**config.mk**
```make
export PLATFORM = sky130hd
export DESIGN_NAME = apb_slave_mem_flat
export DESIGN_NICKNAME = d
export VERILOG_FILES = /design/src/rtl/apb_slv_pkg.sv /design/src/rtl/apb_slave_mem_if.sv /design/src/rtl/apb_slv_regfile.sv /design/src/rtl/apb_slave_mem.sv /design/src/flat_wrapper.sv
export SDC_FILE = /design/constraint.sdc
export NUM_CORES = 2
export LEC_CHECK = 0
export BUFFER_PORTS_ARGS = -buffer_cell sky130_fd_sc_hd__clkbuf_2
export CAP_MARGIN = 20
export CORE_ASPECT_RATIO = 1.25
export CORE_MARGIN = 1
export CORE_UTILIZATION = 60
export CTS_CLUSTER_SIZE = 40
export DETAILED_ROUTE_END_ITERATION = 10
export MAX_ROUTING_LAYER = met4
export PLACE_DENSITY = 0.76
export SLEW_MARGIN = 20
export SYNTH_ARGS = -nofsm -noshare
export SYNTH_HDL_FRONTEND = slang
export SYNTH_HIERARCHICAL = 1
export SYNTH_SLANG_ARGS = --single-unit
```
**constraint.sdc**
```tcl
create_clock -name PCLK -period 3.6 [get_ports PCLK]
set_input_delay 0.72 -clock PCLK [delete_from_list [all_inputs] [get_ports PCLK]]
set_output_delay 0.72 -clock PCLK [all_outputs]
set_load 0.005 [all_outputs]
```
**src/rtl/apb_slv_pkg.sv**
```systemverilog
// Shared types, default parameters and the error-decode helper for the
// APB slave memory. Optional feature macro: APB_SLV_WAIT_EN (wait states).
package apb_slv_pkg;

  typedef enum logic [1:0] {
    IDLE   = 2'd0,
    SETUP  = 2'd1,
    ACCESS = 2'd2
  } apb_state_e;

  localparam int              DEF_ADDR_W   = 8;
  localparam int              DEF_DATA_W   = 8;
  localparam int              DEF_DEPTH    = 192;
  localparam logic [7:0]      DEF_ID_VAL   = 8'hA5;
  localparam int              DEF_WAIT_CYC = 2;
  localparam int              CNT_W        = 3;

  // Out-of-range accesses and writes to the read-only ID location are errors.
  function automatic logic addr_err(input logic [31:0] addr,
                                    input logic        write,
                                    input int unsigned depth);
    return (addr >= depth) || (write && (addr == 32'd0));
  endfunction

endpackage

```
**src/rtl/apb_slave_mem_if.sv**
```systemverilog
// APB bus bundle between the master and this completer.
interface apb_slave_mem_if
  import apb_slv_pkg::*;
#(
  parameter int ADDR_W = DEF_ADDR_W,
  parameter int DATA_W = DEF_DATA_W
);
  logic              PSEL;
  logic              PENABLE;
  logic              PWRITE;
  logic [ADDR_W-1:0] PADDR;
  logic [DATA_W-1:0] PWDATA;
  logic              PREADY;
  logic [DATA_W-1:0] PRDATA;
  logic              PSLVERR;

  modport master (
    output PSEL, PENABLE, PWRITE, PADDR, PWDATA,
    input  PREADY, PRDATA, PSLVERR
  );

  modport slave (
    input  PSEL, PENABLE, PWRITE, PADDR, PWDATA,
    output PREADY, PRDATA, PSLVERR
  );
endinterface

```
**src/rtl/apb_slv_regfile.sv**
```systemverilog
// DEPTH x DATA_W register file: synchronous write, combinational read,
// synchronous clear of every entry while reset is high.
module apb_slv_regfile
  import apb_slv_pkg::*;
#(
  parameter int ADDR_W = DEF_ADDR_W,
  parameter int DATA_W = DEF_DATA_W,
  parameter int DEPTH  = DEF_DEPTH
) (
  input  logic              clk_i,
  input  logic              srst_i,
  input  logic              we_i,
  input  logic [ADDR_W-1:0] waddr_i,
  input  logic [DATA_W-1:0] wdata_i,
  input  logic [ADDR_W-1:0] raddr_i,
  output logic [DATA_W-1:0] rdata_o
);

  logic [DATA_W-1:0] mem_q [DEPTH];

  // Clear-all on reset, otherwise commit in-range writes.
  always_ff @(posedge clk_i) begin
    if (srst_i) begin
      for (int i = 0; i < DEPTH; i++) begin
        mem_q[i] <= '0;
      end
    end else if (we_i && (32'(waddr_i) < DEPTH)) begin
      mem_q[waddr_i] <= wdata_i;
    end
  end

  assign rdata_o = (32'(raddr_i) < DEPTH) ? mem_q[raddr_i] : '0;

endmodule

```
**src/rtl/apb_slave_mem.sv**
```systemverilog
// APB completer backed by a register file. Decodes SETUP/ACCESS, returns
// registered PREADY/PRDATA/PSLVERR. Address 0 is a read-only ID register.
// Optional feature macro: APB_SLV_WAIT_EN inserts WAIT_CYC wait states.
module apb_slave_mem
  import apb_slv_pkg::*;
#(
  parameter int                ADDR_W   = DEF_ADDR_W,
  parameter int                DATA_W   = DEF_DATA_W,
  parameter int                DEPTH    = DEF_DEPTH,
  parameter logic [DATA_W-1:0] ID_VAL   = DEF_ID_VAL,
  parameter int                WAIT_CYC = DEF_WAIT_CYC
) (
  input  logic             PCLK,
  input  logic             PRESET,
  apb_slave_mem_if.slave   apb
);

  apb_state_e        state_q, state_d;
  logic [ADDR_W-1:0] addr_q;
  logic              write_q;
  logic [DATA_W-1:0] wdata_q;
  logic              pready_q, pready_d;
  logic [DATA_W-1:0] prdata_q, prdata_d;
  logic              pslverr_q, pslverr_d;

  logic              setup_hit, access_hit, complete, wait_step;
  logic [ADDR_W-1:0] addr_eff;
  logic              write_eff, err_eff;
  logic [DATA_W-1:0] rf_rdata, rdata_eff;
  logic              rf_we;
  logic              start_ready, step_ready;

  // Bus phase qualifiers. A SETUP is only recognised from IDLE; the state
  // trails the bus by one cycle, so SETUP/ACCESS states see ACCESS phases.
  assign setup_hit  = (state_q == IDLE) && apb.PSEL && !apb.PENABLE;
  assign access_hit = (state_q != IDLE) && apb.PSEL && apb.PENABLE;
  assign complete   = access_hit && pready_q;
  assign wait_step  = access_hit && !pready_q;

  // Response is computed either straight from the bus (zero-wait, on the
  // SETUP edge) or from the latched request (after wait states).
  assign addr_eff  = setup_hit ? apb.PADDR  : addr_q;
  assign write_eff = setup_hit ? apb.PWRITE : write_q;
  assign err_eff   = addr_err(32'(addr_eff), write_eff, DEPTH);
  assign rdata_eff = (addr_eff == '0) ? ID_VAL : rf_rdata;
  assign rf_we     = complete && write_q && !pslverr_q;

`ifdef APB_SLV_WAIT_EN
  localparam logic [CNT_W-1:0] WAIT_INIT = CNT_W'(WAIT_CYC);
  logic [CNT_W-1:0] cnt_q, cnt_d;

  assign start_ready = (WAIT_INIT == '0);
  assign step_ready  = (cnt_q <= CNT_W'(1));

  // Wait counter: load on SETUP, count down through ACCESS, clear otherwise.
  always_comb begin
    cnt_d = cnt_q;
    if (setup_hit) begin
      cnt_d = WAIT_INIT;
    end else if (state_d == IDLE) begin
      cnt_d = '0;
    end else if (wait_step && (cnt_q != '0)) begin
      cnt_d = cnt_q - CNT_W'(1);
    end
  end

  // Wait counter register.
  always_ff @(posedge PCLK) begin
    if (PRESET) begin
      cnt_q <= '0;
    end else begin
      cnt_q <= cnt_d;
    end
  end
`else
  assign start_ready = 1'b1;
  assign step_ready  = 1'b1;
`endif

  // State register.
  always_ff @(posedge PCLK) begin
    if (PRESET) begin
      state_q <= IDLE;
    end else begin
      state_q <= state_d;
    end
  end

  // Next-state logic: complete or abort returns to IDLE, which accepts the
  // following SETUP on the very next edge (no gap for back-to-back).
  always_comb begin
    state_d = state_q;
    case (state_q)
      IDLE: begin
        if (apb.PSEL && !apb.PENABLE) begin
          state_d = SETUP;
        end
      end
      SETUP, ACCESS: begin
        if (!apb.PSEL) begin
          state_d = IDLE;
        end else if (apb.PENABLE) begin
          state_d = pready_q ? IDLE : ACCESS;
        end
      end
      default: state_d = IDLE;
    endcase
  end

  // Output logic: one-cycle response pulse when the wait budget is spent.
  always_comb begin
    pready_d  = 1'b0;
    prdata_d  = '0;
    pslverr_d = 1'b0;
    if ((setup_hit && start_ready) || (wait_step && step_ready)) begin
      pready_d  = 1'b1;
      pslverr_d = err_eff;
      prdata_d  = (!write_eff && !err_eff) ? rdata_eff : '0;
    end
  end

  // Response registers.
  always_ff @(posedge PCLK) begin
    if (PRESET) begin
      pready_q  <= 1'b0;
      prdata_q  <= '0;
      pslverr_q <= 1'b0;
    end else begin
      pready_q  <= pready_d;
      prdata_q  <= prdata_d;
      pslverr_q <= pslverr_d;
    end
  end

  // Request capture on SETUP; later bus changes are ignored.
  always_ff @(posedge PCLK) begin
    if (PRESET) begin
      addr_q  <= '0;
      write_q <= 1'b0;
      wdata_q <= '0;
    end else if (setup_hit) begin
      addr_q  <= apb.PADDR;
      write_q <= apb.PWRITE;
      wdata_q <= apb.PWDATA;
    end
  end

  apb_slv_regfile #(
    .ADDR_W (ADDR_W),
    .DATA_W (DATA_W),
    .DEPTH  (DEPTH)
  ) u_regfile (
    .clk_i   (PCLK),
    .srst_i  (PRESET),
    .we_i    (rf_we),
    .waddr_i (addr_q),
    .wdata_i (wdata_q),
    .raddr_i (addr_eff),
    .rdata_o (rf_rdata)
  );

  assign apb.PREADY  = pready_q;
  assign apb.PRDATA  = prdata_q;
  assign apb.PSLVERR = pslverr_q;

endmodule

```
**src/flat_wrapper.sv**
```systemverilog
// flat-port wrapper written by rule: the top's interface ports become plain ports
module apb_slave_mem_flat import apb_slv_pkg::*;
#(
  parameter int                ADDR_W   = DEF_ADDR_W,
  parameter int                DATA_W   = DEF_DATA_W,
  parameter int                DEPTH    = DEF_DEPTH,
  parameter logic [DATA_W-1:0] ID_VAL   = DEF_ID_VAL,
  parameter int                WAIT_CYC = DEF_WAIT_CYC
)
  (PCLK, PRESET, apb_PSEL, apb_PENABLE, apb_PWRITE, apb_PADDR, apb_PWDATA, apb_PREADY, apb_PRDATA, apb_PSLVERR);
  apb_slave_mem_if #(.ADDR_W(ADDR_W), .DATA_W(DATA_W)) apb_i ();
  input  logic PCLK;
  input  logic PRESET;
  input wire logic [$bits(apb_i.PSEL)-1:0] apb_PSEL;
  input wire logic [$bits(apb_i.PENABLE)-1:0] apb_PENABLE;
  input wire logic [$bits(apb_i.PWRITE)-1:0] apb_PWRITE;
  input wire logic [$bits(apb_i.PADDR)-1:0] apb_PADDR;
  input wire logic [$bits(apb_i.PWDATA)-1:0] apb_PWDATA;
  output wire logic [$bits(apb_i.PREADY)-1:0] apb_PREADY;
  output wire logic [$bits(apb_i.PRDATA)-1:0] apb_PRDATA;
  output wire logic [$bits(apb_i.PSLVERR)-1:0] apb_PSLVERR;
  assign apb_i.PSEL = apb_PSEL;
  assign apb_i.PENABLE = apb_PENABLE;
  assign apb_i.PWRITE = apb_PWRITE;
  assign apb_i.PADDR = apb_PADDR;
  assign apb_i.PWDATA = apb_PWDATA;
  assign apb_PREADY = apb_i.PREADY;
  assign apb_PRDATA = apb_i.PRDATA;
  assign apb_PSLVERR = apb_i.PSLVERR;
  apb_slave_mem #(.ADDR_W(ADDR_W), .DATA_W(DATA_W), .DEPTH(DEPTH), .ID_VAL(ID_VAL), .WAIT_CYC(WAIT_CYC)) u_core (.PCLK(PCLK), .PRESET(PRESET), .apb(apb_i));
endmodule
```
After elaboration in Yosys (flattened, before gate mapping)
Memories as Yosys holds them, arrays and structs flattened.
Cells that the tools add are included.
Storage, ports and cells
  register bits after elaboration: 29
  latch bits: 0
  bits in writable memories: 1536
  ROM bits: 0
  word-level logic and storage cells: 65
  memories: 1
Cells by class
  add/sub/neg operators: 0
  $mul: 0
  divide/modulo/power cells: 0
  order comparisons: 3
  equal/unequal tests: 4
  shift-type cells: 0
  multiplexer cells: 18
  bitwise logic cells: 3
  reduce and logical (&&, ||, !) cells: 28
Memories
  u_core.u_regfile.mem_q: depth 192, bits a word 8, rd ports 1, clocked after memory_dff 0, write ports 192, RTL line apb_slv_regfile.sv:19  | logic [DATA_W-1:0] mem_q [DEPTH];
Operator list (count)
  $mux 8: 5
  $lt 8x8->1 const B: 2
  $logic_and 1x1->1: 12
  $ge 8x8->1 const B: 1
  $logic_not 8->1: 1
  $mux 1: 8
  $mux 2: 4
  $reduce_or 8->1: 1
  $logic_not 1->1: 5
  $reduce_or 5->1: 1
  $pmux 2 s2: 1
  $reduce_or 2->1: 2
  $ne 3x3->1 const B: 1
  $not 1->1: 3
  $reduce_or 3->1: 1
  $eq 2x1->1 const B: 1
  $eq 2x2->1 const B: 1
  $logic_not 2->1: 1
  $logic_or 1x1->1: 2
  $ne 2x2->1 const B: 1
  $reduce_and 2->1: 1
  $reduce_bool 2->1: 1

Logic depth before layout (Yosys ltp)
  depth after elaboration: 12
  mapped depth: 20

Modules after synthesis
Netlist, hierarchy kept.
Modules (own cells, without submodules)
  apb_slv_regfile: times used 1, cells an instance 4869, area an instance 71533.6 µm², sequential area each 46124.2 µm²
  apb_slave_mem: times used 1, cells an instance 133, area an instance 1203.7 µm², sequential area each 580.6 µm²

Worst setup path before layout
No wires, ideal clock.
  kind: input to register
  start: input apb_PENABLE
  end: register u_core.prdata_q[0], in the netlist u_core/apb.PRDATA[0]
  setup time: 0.115 ns
  data arrival time: 3.232 ns
  required time: 3.485 ns
  setup slack: 0.254 ns
  stages: 15
  path buffers: 6
  cells stage by stage: and3b_1 buf_4 buf_2 nand2_1 nand2_1 buf_4 buf_4 buf_2 buf_2 mux4_2 o22ai_1 nor2_1 a221oi_1 nand4_1 o21ba_1
RTL lines
  start, declared: RTL line flat_wrapper.sv:15  | input wire logic [$bits(apb_i.PENABLE)-1:0] apb_PENABLE;
  $logic_not 1->1 (*): RTL line apb_slave_mem.sv:35  | assign setup_hit = (state_q == IDLE) && apb.PSEL && !apb.PENABLE;
  $logic_and 1x1->1 (*): RTL line apb_slave_mem.sv:35
  $mux 8 (*): RTL line apb_slave_mem.sv:42  | assign addr_eff = setup_hit ? apb.PADDR : addr_q;
  via u_core.addr_eff[1]: RTL line apb_slave_mem.sv:27  | logic [ADDR_W-1:0] addr_eff;
  $mem_v2 192x8 or $lt 8x8->1 (tied branches)
  $mux 8 (*): RTL line apb_slv_regfile.sv:32  | assign rdata_o = (32'(raddr_i) < DEPTH) ? mem_q[raddr_i] : '0;
  via u_core.rf_rdata[0]: RTL line apb_slave_mem.sv:29  | logic [DATA_W-1:0] rf_rdata, rdata_eff;
  $mux 8 (*): RTL line apb_slave_mem.sv:45  | assign rdata_eff = (addr_eff == '0) ? ID_VAL : rf_rdata;
  end signal, assigned: RTL line apb_slave_mem.sv:130  | prdata_q <= prdata_d;
  end, declared: RTL line apb_slave_mem.sv:23  | logic [DATA_W-1:0] prdata_q, prdata_d;
Mark *: on every way through the listed nets, which the timed path passes. The rest lies on a longest branch.
A chain may end at the register's enable or synchronous reset.

Final worst setup path
  start: register u_core.state_q[1]
  end: register u_core.prdata_q[4], in the netlist u_core/apb.PRDATA[4]
On the way
  longest elaborated chain between the ends: 11
Ends and longest elaborated chain
  start, declared: RTL line apb_slave_mem.sv:18  | apb_state_e state_q, state_d;
  start signal, assigned: RTL line apb_slave_mem.sv:85  | state_q <= state_d;
  $logic_not 2->1 (*): RTL line apb_slave_mem.sv:35
  $logic_and 1x1->1 (*) (2 in a row): RTL line apb_slave_mem.sv:35
  $mux 8 (*): RTL line apb_slave_mem.sv:42
  via u_core.addr_eff[1]: RTL line apb_slave_mem.sv:27
  branches (longest 7 deep; another with $ge 8x8->1)
Mark *: on every way through the listed nets, which the timed path passes.

==> impl_metrics.xml <==
<?xml version="1.0" encoding="UTF-8"?>
<metrics>
  <group name="routing">
    <metric name="drc" unit="">0</metric>
    <metric name="route.detailed.vias_per_inst" unit="">6.23</metric>
    <metric name="routed_wirelength" unit="mm">195</metric>
    <metric name="detailroute.via_count" unit="">44700</metric>
    <metric name="drt_iter0_markers" unit="">5442</metric>
    <metric name="ant_nets" unit="">0</metric>
    <metric name="drt_pass1_iterations" unit="">7</metric>
    <metric name="route.detailed.wl_per_inst" unit="microns">27.2</metric>
  </group>
  <group name="global_routing">
    <metric name="grt_remaining_overflow" unit="">0</metric>
    <metric name="grt_max_degree" unit="">165</metric>
    <metric name="use_met2" unit="">0.527</metric>
    <metric name="met1_usage" unit="">0.416</metric>
    <metric name="grt_pass1_wl" unit="mm">286</metric>
    <metric name="grt_antenna_before_repair" unit="">3</metric>
    <metric name="grt_util_all_layers" unit="">0.330</metric>
    <metric name="grt_util_met3" unit="">0.0511</metric>
    <metric name="first_global_vias" unit="">44000</metric>
    <metric name="top_usage_layer" unit="">met2</metric>
  </group>
  <group name="pwr">
    <metric name="pwr_density_cell" unit="nW/um^2">519</metric>
    <metric name="max_rail_drop_vdd" unit="mV">0.545</metric>
    <metric name="leakage" unit="uW">0.0316</metric>
    <metric name="report.power.total" unit="uW">43900</metric>
  </group>
  <group name="sta">
    <metric name="final.hold.worst_slack" unit="ps">132</metric>
    <metric name="timing.final.crit_period" unit="ps">3550</metric>
    <metric name="tightest_pin_transition" unit="ps">1110</metric>
    <metric name="final-setup-viol-count" unit="">0</metric>
    <metric name="max-slew-margin-rel" unit="">0.257</metric>
    <metric name="max_clock_freq" unit="MHz">282</metric>
    <metric name="timing_max_transition_violations_final" unit="">0</metric>
    <metric name="min_period_over_period" unit="">0.987</metric>
    <metric name="hold_violations" unit="">0</metric>
    <metric name="clock_skews" unit="ps">27.3</metric>
    <metric name="setup_repair_after_global_routing_missed_its_margin" unit="">true</metric>
  </group>
  <group name="finish">
    <metric name="instances_no_fill" unit="">7171</metric>
    <metric name="synthToLayoutAreaGrowth" unit="%">16.2</metric>
    <metric name="post_route_cells_drive_above_1_share" unit="">0.270</metric>
    <metric name="final_instance_area" unit="sq um">84500</metric>
    <metric name="num-nets-final" unit="">5485</metric>
    <metric name="multi_input_comb_area" unit="sq um">24800</metric>
    <metric name="final_util" unit="">0.704</metric>
    <metric name="final-seq-area" unit="sq um">46700</metric>
    <metric name="layout.filler_cells" unit="">7766</metric>
  </group>
  <group name="logic_synthesis">
    <metric name="synth_sequential_area_ratio" unit="">0.642</metric>
    <metric name="post_synth_main_area_contributors" unit="">edfxtp_1, and2_1, mux4_2</metric>
    <metric name="synth_common_cells" unit="">edfxtp_1, and2_1, mux4_2, clkbuf_1, nor2_1</metric>
    <metric name="syn-cell-area" unit="sq um">72700</metric>
    <metric name="synth.most_common_cell" unit="">edfxtp_1</metric>
    <metric name="synthFlopType" unit="">edfxtp_1</metric>
    <metric name="synth_top_area_share" unit="">0.634</metric>
    <metric name="synth_edf_count" unit="">1536</metric>
    <metric name="mappedNetlistNets" unit="">5026</metric>
    <metric name="synth-async-reset-ratio" unit="">0</metric>
    <metric name="ys_ff_latch" unit="">1565</metric>
    <metric name="syn_avg_cell_area" unit="sq um">14.5</metric>
    <metric name="post_synth_inst_count" unit="">5002</metric>
    <metric name="number_of_warnings_reported_in_the_yosys_synthesis_log" unit="">6</metric>
    <metric name="yosys.cell_types.count" unit="">61</metric>
    <metric name="post_synth_top_area_cell" unit="">edfxtp_1</metric>
  </group>
  <group name="cts">
    <metric name="clock_sinks" unit="">1565</metric>
    <metric name="ctsHtreeMaxLevel" unit="">4</metric>
    <metric name="root_buffer_selected_by_cts" unit="">clkbuf_16</metric>
    <metric name="clk_latency" unit="ps">800</metric>
    <metric name="ctsLongestPathBuffers" unit="">3</metric>
    <metric name="cts_tree" unit="">done</metric>
    <metric name="clk_pin_slew" unit="ps">70</metric>
    <metric name="tritoncts.num_buffers" unit="">149</metric>
    <metric name="holdBufCountCts" unit="">0</metric>
  </group>
  <group name="critical_path">
    <metric name="ff2ff_path_depth" unit="">18</metric>
    <metric name="timing.critical_path.from" unit="">u_core/state_q[1]</metric>
    <metric name="crit-reg2reg-launch" unit="">u_core/state_q[1]</metric>
    <metric name="timing.critical_path.to_type" unit="">register</metric>
    <metric name="critical_path.max_fanout" unit="">7</metric>
    <metric name="timing.critical_path.required" unit="ps">4270</metric>
    <metric name="cp_data_arrival_time" unit="ps">4220</metric>
    <metric name="setup.worst_path.start_class" unit="">register</metric>
    <metric name="critical_path_class" unit="">reg -&gt; reg</metric>
  </group>
  <group name="floorplanning">
    <metric name="fp.dieW" unit="microns">313</metric>
    <metric name="ioPinCount" unit="">31</metric>
    <metric name="die_h" unit="microns">391</metric>
    <metric name="core_region_area" unit="sq um">120000</metric>
    <metric name="num_rows" unit="">142</metric>
    <metric name="die-area" unit="sq um">123000</metric>
    <metric name="initial_cell_density_of_the_core" unit="">0.606</metric>
  </group>
  <group name="place">
    <metric name="dp_hpwl" unit="mm">130</metric>
    <metric name="placed_cells_incl_taps" unit="">6858</metric>
    <metric name="port_buffers" unit="">30</metric>
    <metric name="placement.cell_area" unit="sq um">78700</metric>
    <metric name="finalWeightedCongestion" unit="">0.953</metric>
  </group>
  <group name="worst_hold_path">
    <metric name="min_delay_path_depth" unit="">3</metric>
    <metric name="hp-start" unit="">apb_PWDATA[4]</metric>
    <metric name="min-delay-path-class" unit="">in -&gt; reg</metric>
  </group>
  <group name="status">
    <metric name="status" unit="">completed</metric>
  </group>
  <group name="run">
    <metric name="max_capacitance_violation_count" unit="">0</metric>
  </group>
</metrics>
[worst max-delay path, cell delays in order, from the launching register on]
cell and delay, ps:
dfxtp_2 320, inv_1 70, ha_2 180, and3b_2 320, buf_6 170, nand2_4 70
nand2_8 130, buf_12 130, buf_6 150, buf_12 130, mux2_2 340, o221ai_1 210
buf_4 190, a41oi_2 230, nor3_4 370, buf_4 160, nand4_1 80, nand3_1 100
nor2_1 60
[placed cells by master, fill, tap and decap left out, types with 20 or more instances in the layout]
| master | Yosys | layout |
|---|---|---|
| clkbuf_1 | 265 | 35 |
| mux2i_1 | 174 | 163 |
| edfxtp_1 | 1536 | 1536 |
| mux2_2 | 36 | 36 |
| o221ai_1 | 29 | 24 |
| and3_1 | 138 | 138 |
| nor2b_1 | 33 | 31 |
| dfxtp_1 | 29 | 20 |
| buf_12 | 1 | 71 |
| o21ai_0 | 40 | 29 |
| a21oi_1 | 71 | 70 |
| o22ai_1 | 24 | 21 |
| nand3_1 | 40 | 39 |
| clkinv_1 | 0 | 28 |
| and2_1 | 1414 | 1414 |
| nand2_1 | 118 | 107 |
| nor2_1 | 226 | 224 |
| a22oi_1 | 33 | 31 |
| buf_4 | 29 | 562 |
| or2_2 | 180 | 180 |
| clkbuf_16 | 0 | 160 |
| clkbuf_2 | 1 | 29 |
| mux4_2 | 305 | 305 |
| clkinv_2 | 0 | 27 |
| a211oi_1 | 29 | 22 |
[cell families (layout without fill, tap and decap cells)]
family	count (synthesis)	count (layout)	synth area share
DFF	1565	1565	0.642
AOI/OAI and AO/OA	310	310	0.0291
muxes	522	522	0.126
adders and majority gates	3	3	0.000516
and+or+nand+nor	2217	2217	0.178
other	0	3	0
buffers and inverters	385	967	0.0237
[final timing paths]
path / endpoint / slack (ps)
worst max-delay path: u_core/apb.PRDATA[4] / 50
worst min-delay path: u_core/wdata_q[4] / 130
worst max register to register: u_core/apb.PRDATA[4] / 50
worst min register to register: u_core/addr_q[1] / 570
[per-layer routing]
metal | vias up | wire length, microns
met5 | - | 0
met4 | 0 | 10300
met3 | 521 | 18000
met2 | 2384 | 96000
met1 | 22500 | 70700
li1 | 19300 | -
[through the flow]
step,TNS (ps),worst slack (ps)
floorplan,0,254
global placement,-3980,-703
detailed placement,-4230,-684
CTS,-68.9,-44.0
global route,-196,-59.2
finish,0,48.0
[where the power goes]
| part | switching [uW] | internal, uW | total (uW) |
|---|---|---|---|
| registers | 408 | 20600 | 21000 |
| clock network | 6780 | 8860 | 15600 |
| logic | 4090 | 3200 | 7300 |
| total | 11300 | 32600 | 43900 |
[area by class of cell]
cell class                      instances  area share
Clock inverter                         80     0.00884
Sequential cell                      1565       0.553
Timing Repair Buffer                  687      0.0727
Clock buffer                          194      0.0481
Multi-Input combinational cell       3052       0.294
Antenna cell                            3   0.0000888
Tap cell                             1584      0.0234
Inverter                                6    0.000266
[repair_timing]
item,4_1_cts,5_1_grt
cloned,0,5
buffers inserted,0,31
pin swaps,1,21
resized for setup,24,98
setup endpoints to repair,8,11
endpoints found under the hold margin,0,0
[state kept, by name (all words and copies together) (netlist names)]
signal / cells
u_core/addr_q: 8
u_core/apb.PSLVERR: 1
u_core/wdata_q: 8
u_core/apb.PREADY: 1
u_core/u_regfile/mem_q: 1536
u_core/apb.PRDATA: 8
u_core/write_q: 1
u_core/state_q: 2
(Power assumes the default switching activity.)
